### src/rtl/sw_debouncer_pkg.sv
// Shared constants and FSM encoding for the slide-switch debouncer.
// Latency: n/a (declarations only).
// Backpressure: n/a (declarations only).
package sw_debouncer_pkg;

  // Board default: 10 slide switches, 5 ms settle time at 50 MHz.
  localparam int SW_WIDTH        = 10;
  localparam int DEBOUNCE_CYCLES = 250000;

  // Per-bit filter state: output agrees with input, or a mismatch is being timed.
  typedef enum logic {
    ST_STABLE = 1'b0,
    ST_COUNT  = 1'b1
  } db_state_e;

endpackage

### src/rtl/sw_debounce_bit.sv
// One switch bit: 2-flop synchroniser, stability counter, clean level and rise/fall pulses.
// Latency: level and pulse update STABLE_CYCLES+2 edges after a raw change that holds.
// Backpressure: none; the input is sampled every cycle and pulses are never held.
module sw_debounce_bit
  import sw_debouncer_pkg::*;
#(
  parameter int STABLE_CYCLES = DEBOUNCE_CYCLES
) (
  input  logic clk_i,
  input  logic rst_i,
  input  logic raw_i,
  output logic level_o,
  output logic rise_o,
  output logic fall_o
);

  localparam int              CNT_W    = $clog2(STABLE_CYCLES);
  localparam logic [CNT_W-1:0] CNT_ONE  = CNT_W'(1);
  localparam logic [CNT_W-1:0] CNT_LAST = CNT_W'(STABLE_CYCLES - 1);

  logic             sync1_q, sync1_d;
  logic             sync2_q, sync2_d;
  db_state_e        state_q, state_d;
  logic [CNT_W-1:0] cnt_q,   cnt_d;
  logic             level_q, level_d;
  logic             rise_q,  rise_d;
  logic             fall_q,  fall_d;

  // Next-state logic. The counter holds the number of consecutive mismatching
  // samples seen so far, so entering COUNT already counts the first sample and
  // the update fires on the STABLE_CYCLES-th mismatching sample.
  always_comb begin
    sync1_d = raw_i;
    sync2_d = sync1_q;
    state_d = state_q;
    cnt_d   = cnt_q;
    level_d = level_q;
    rise_d  = 1'b0;
    fall_d  = 1'b0;
    case (state_q)
      ST_STABLE: begin
        if (sync2_q != level_q) begin
          state_d = ST_COUNT;
          cnt_d   = CNT_ONE;
        end else begin
          cnt_d   = '0;
        end
      end
      ST_COUNT: begin
        if (sync2_q == level_q) begin
          // Input fell back before the window elapsed: treat as bounce.
          state_d = ST_STABLE;
          cnt_d   = '0;
        end else if (cnt_q == CNT_LAST) begin
          state_d = ST_STABLE;
          cnt_d   = '0;
          level_d = sync2_q;
          rise_d  = sync2_q;
          fall_d  = ~sync2_q;
        end else begin
          cnt_d   = cnt_q + CNT_ONE;
        end
      end
      default: begin
        state_d = ST_STABLE;
        cnt_d   = '0;
      end
    endcase
  end

  // State, synchroniser and registered outputs; reset discards any count in progress.
  always_ff @(posedge clk_i) begin
    if (rst_i) begin
      sync1_q <= 1'b0;
      sync2_q <= 1'b0;
      state_q <= ST_STABLE;
      cnt_q   <= '0;
      level_q <= 1'b0;
      rise_q  <= 1'b0;
      fall_q  <= 1'b0;
    end else begin
      sync1_q <= sync1_d;
      sync2_q <= sync2_d;
      state_q <= state_d;
      cnt_q   <= cnt_d;
      level_q <= level_d;
      rise_q  <= rise_d;
      fall_q  <= fall_d;
    end
  end

  assign level_o = level_q;
  assign rise_o  = rise_q;
  assign fall_o  = fall_q;

endmodule

### src/rtl/sw_debouncer.sv
// Debounces WIDTH slide switches into clean levels plus per-bit rise/fall and a change pulse.
// Latency: STABLE_CYCLES+2 edges from a held raw change to sw_o and its pulse.
// Backpressure: none; outputs are free-running levels and single-cycle pulses.
module sw_debouncer
  import sw_debouncer_pkg::*;
#(
  parameter int WIDTH         = SW_WIDTH,
  parameter int STABLE_CYCLES = DEBOUNCE_CYCLES
) (
  input  logic             clk_i,
  input  logic             rst_i,
  input  logic [WIDTH-1:0] sw_raw_i,
  output logic [WIDTH-1:0] sw_o,
  output logic [WIDTH-1:0] sw_rise_o,
  output logic [WIDTH-1:0] sw_fall_o,
  output logic             sw_changed_o
);

  // Each bit is filtered independently; several may update on the same edge.
  for (genvar i = 0; i < WIDTH; i++) begin : g_bit
    sw_debounce_bit #(
      .STABLE_CYCLES(STABLE_CYCLES)
    ) u_bit (
      .clk_i  (clk_i),
      .rst_i  (rst_i),
      .raw_i  (sw_raw_i[i]),
      .level_o(sw_o[i]),
      .rise_o (sw_rise_o[i]),
      .fall_o (sw_fall_o[i])
    );
  end

  // OR of registered pulses: one pulse however many bits moved, no input-to-output path.
  assign sw_changed_o = |(sw_rise_o | sw_fall_o);

endmodule

### config.mk
export PLATFORM = sky130hd
export DESIGN_NAME = sw_debouncer
export DESIGN_NICKNAME = d
export VERILOG_FILES = /design/src/rtl/sw_debouncer_pkg.sv /design/src/rtl/sw_debounce_bit.sv /design/src/rtl/sw_debouncer.sv
export SDC_FILE = /design/constraint.sdc
export NUM_CORES = 1
export LEC_CHECK = 0
export CORE_ASPECT_RATIO = 2
export CORE_MARGIN = 8
export CORE_UTILIZATION = 30
export CTS_BUF_LIST = sky130_fd_sc_hd__clkbuf_4
export CTS_CLUSTER_SIZE = 28
export DETAILED_ROUTE_END_ITERATION = 8
export GPL_TIMING_DRIVEN = 0
export SYNTH_ARGS = -nofsm -noshare
export SYNTH_HDL_FRONTEND = slang
export SYNTH_HIERARCHICAL = 1
export SYNTH_SLANG_ARGS = --single-unit
### constraint.sdc
create_clock -name clk_i -period 2.4 [get_ports clk_i]
set_clock_uncertainty 0.15 [all_clocks]
set_input_delay 0.36 -clock clk_i [delete_from_list [all_inputs] [get_ports clk_i]]
set_output_delay 0.36 -clock clk_i [all_outputs]
set_load 0.02 [all_outputs]
==> reports/qor.yml <==
critical_path.endpoint_type: "primary output"
placeable_core_area_sq_um: 34950
final.fill_count: 3623
first_iter_violations: 276
register_bit_total_from_synthesis: 240
fp.dieW_microns: 148.9
synth-adder-area-share_pct: 1.181
cp_data_required_time_ns: 1.89
total_switching_power_mw: 1.731
io_pins: 43
hold_path.class: "in -> reg"
synthXorXnorAreaFrac_pct: 9.924
finalWorstSetupSlack_ns: 0.02915
grt_overflow: 0
achievable-frequency_mhz: 421.8
ctsLongestPathBuffers: 3
cts_setup_buffers: 0
num-nets-final: 1253
setup_viol: 0
finalCritPeriodShare_pct: 98.79
worst-endpoint-arrival_ns: 1.86
final_hold_viol_count: 0
clk_pin_slew_ns: 0.07
grt_pass1_wl_mm: 38.90
critPathSlowestCell: "sky130_fd_sc_hd__nor4_4"
final_antenna_net_count: 0
layout.cells.most_common_list: "sky130_fd_sc_hd__dfxtp_1, sky130_fd_sc_hd__nor2_1, sky130_fd_sc_hd__xor2_1, sky130_fd_sc_hd__clkbuf_4, sky130_fd_sc_hd__nand4_1"
leak_nw: 4.256
combinational_fraction_of_design_power_pct: 1.4
place_worst_setup_slack_ns: -0.03874
status: "completed"
synth.top_cell.area_share_pct: 45.37
p_clk_share_pct: 43.7
synth_top_family_by_area: "simple AND/OR/NAND/NOR gates"
relSlewSlack_pct: 48.13
grt_pass1_vias: 8411
drive_above_1_share_pct: 14.34
netlist.top_cell.by_area: "sky130_fd_sc_hd__dfxtp_1"
synth.avg_cell_area_sq_um: 9.481
initial_core_util_pct: 30.30
remaining_drc_errors: 0
synth.top_cells.by_area: "sky130_fd_sc_hd__dfxtp_1, sky130_fd_sc_hd__xor2_1, sky130_fd_sc_hd__nor2_1"
number_of_enable_type_register_cells_in_the_synthesized_netlist: 0
number_of_vias_in_the_routed_layout: 8535
syn_area_sq_um: 10590
groute.layer.met2.usage_pct: 20.05
rsz0062_at_grt: "yes"
layout.area.seq_sq_um: 4808
worst_skew_pair.late_latency_ns: 0.71
grt_use_met1_pct: 11.39
timing.critical_path.from_type: "flip-flop"
post-layout-total-power_mw: 7.313
postSynth.topFlopCell: "sky130_fd_sc_hd__dfxtp_1"
critical_path_peak_fanout: 2
final_common_cell: "sky130_fd_sc_hd__dfxtp_1"
share_seq_of_total_power_pct: 55.0
drtPass1Iterations: 5
p_sw_share_pct: 23.67
tritoncts: "done"
final.min_clock_period_ns: 2.371
final_slew_violations: 0
drt-total-wl_mm: 23.01
rows: 97
internal_power_mw: 5.583
grt_use_met3_pct: 2.764
multi_input_combinational_cell_area_sq_um: 5400
max_cap_violations: 0
total_global_routing_track_utilization_pct: 11.04
synth_area_in_simple_gates_pct: 31.59
antenna_violations_before_repair: 1
area_fraction_in_compound_gates_after_synthesis_pct: 6.971
grt_max_degree: 62
tightest_slew_ns: 0.7709
clk_sink_count: 240
i_o_buffers: 42
worstPathBufferInverterCount: 1
drt-wirelength-per-cell_microns: 13.36
fin_tns_setup_ns: 0
routabilityCongestion: 0.7834
async_reset_ff_share_pct: 0
proportion_of_synthesized_area_in_mux_cells_pct: 0.9452
crit_family: "simple AND/OR/NAND/NOR gates"
cts-buffers-inserted: 59
timing.critical_path.cells: "nor4_4 > and3_4 > nand3_2 > buf_6"
cp_slowest_stage_delay_ns: 0.37
fp.dieH_microns: 281.7
ys_seq_area_share_pct: 45.37
timing_worst_setup_path_type: "reg -> out"
yosysWarningCount: 6
cellPowerDensity_nw_per_um2: 588.3
vdd.ir_drop.worst_mv: 0.3153
netlist_instances: 1117
synth.net_count: 1139
final.hold.worst_slack_ns: 0.1445
cts_root_buf: "sky130_fd_sc_hd__clkbuf_4"
die_ar_sq_um: 41930
netlist-cell-type-count: 32
area_growth_synth_to_finish_pct: 17.38
vias_per_cell: 4.956
dp_hpwl_mm: 16.27
grt_most_used_layer: "met2"
h-tree-depth: 2
## flip-flops by register name, summed over array words and instances (netlist names)
register             cells
g_bit.u_bit/sync2_q     10
g_bit.u_bit/cnt_q      180
g_bit.u_bit/sync1_q     10
g_bit.u_bit/state_q     10
g_bit.u_bit/level_o     10
g_bit.u_bit/rise_o      10
g_bit.u_bit/fall_o      10
## Yosys cell counts (20+ instances only)
| cell | count |
|---|---|
| sky130_fd_sc_hd__buf_6 | 20 |
| sky130_fd_sc_hd__dfxtp_1 | 240 |
| sky130_fd_sc_hd__o31ai_1 | 30 |
| sky130_fd_sc_hd__xnor2_1 | 20 |
| sky130_fd_sc_hd__and3_2 | 20 |
| sky130_fd_sc_hd__nand2_1 | 40 |
| sky130_fd_sc_hd__nand3_1 | 51 |
| sky130_fd_sc_hd__nand4_1 | 70 |
| sky130_fd_sc_hd__and3_1 | 21 |
| sky130_fd_sc_hd__or4_1 | 30 |
| sky130_fd_sc_hd__nor3_1 | 30 |
| sky130_fd_sc_hd__xor2_1 | 100 |
| sky130_fd_sc_hd__nor2b_1 | 20 |
| sky130_fd_sc_hd__nor2_1 | 130 |
| sky130_fd_sc_hd__nor4_1 | 25 |
| sky130_fd_sc_hd__and4_1 | 20 |
| sky130_fd_sc_hd__and2_1 | 20 |
| sky130_fd_sc_hd__a21oi_1 | 40 |
| sky130_fd_sc_hd__nand2b_1 | 50 |
| sky130_fd_sc_hd__inv_1 | 20 |
## final timing paths
path | from | to | slack, ns | cells past startpoint
setup / recovery | g_bit[1].u_bit/rise_o | sw_changed_o | 0.03 | 4
hold / removal | sw_raw_i[0] | g_bit[0].u_bit/sync1_q | 0.14 | 2
setup reg to reg | g_bit[0].u_bit/cnt_q[14] | g_bit[0].u_bit/cnt_q[13] | 0.32 | 5
hold reg to reg | g_bit[1].u_bit/sync1_q | g_bit[1].u_bit/sync2_q | 0.29 | 1
## power by group through the flow
stage,Combinational [mW],Sequential (mW),Clock (mW)
6_report,0.0988,4.02,3.19
5_1_grt,0.109,4.02,3.58
4_1_cts,0.0997,4.02,3.41
3_5_place_dp,0.0865,4.11,0
3_3_place_gp,0.0832,4.11,0
2_1_floorplan,0.0425,4.11,0
## metrics by stage
| stage | util (%) | cells | instance area (sq um) |
|---|---|---|---|
| floorplan | - | 1117 | 10590 |
| finish | 35.56 | 1722 | 12430 |
| global route | 35.56 | 1722 | 12430 |
| CTS | 35.51 | 1721 | 12410 |
| detailed placement | 33.14 | 1605 | 11580 |
| global placement | 33.09 | 1604 | 11570 |
## routing by layer
metal / up-vias / share of wire (%)
li1: 4286 / -
met1: 4043 / 40
met2: 149 / 51
met3: 57 / 5.5
met4: 0 / 3.3
met5: - / 0
## area by class of cell
cell class              instances  area share (%)
multi-input cells             817           43.44
inverters                      20          0.6039
clock inverters                28          0.9461
well taps                     445           4.479
plain buffers                  40           2.818
clock buffers                  78           4.711
flip-flops and latches        240           38.68
repair buffers                 53           4.298
diodes                          1         0.02013
## kinds of logic after synthesis
kind of cell / Yosys count
AND/OR/NAND/NOR: 567
flip-flops: 240
XOR/XNOR: 120
AO/OA/AOI/OAI: 110
buffers and inverters: 60
multiplexers: 10
adder cells (fa/ha/maj): 10
## what timing repair did
item | in CTS | in global routing
hold buffers | 10 | 0
resized for setup | 15 | 5
pin swaps | 2 | 0
hold endpoints to repair | 25 | 0
setup endpoints to repair | 3 | 2
(Power assumes the default switching activity.)
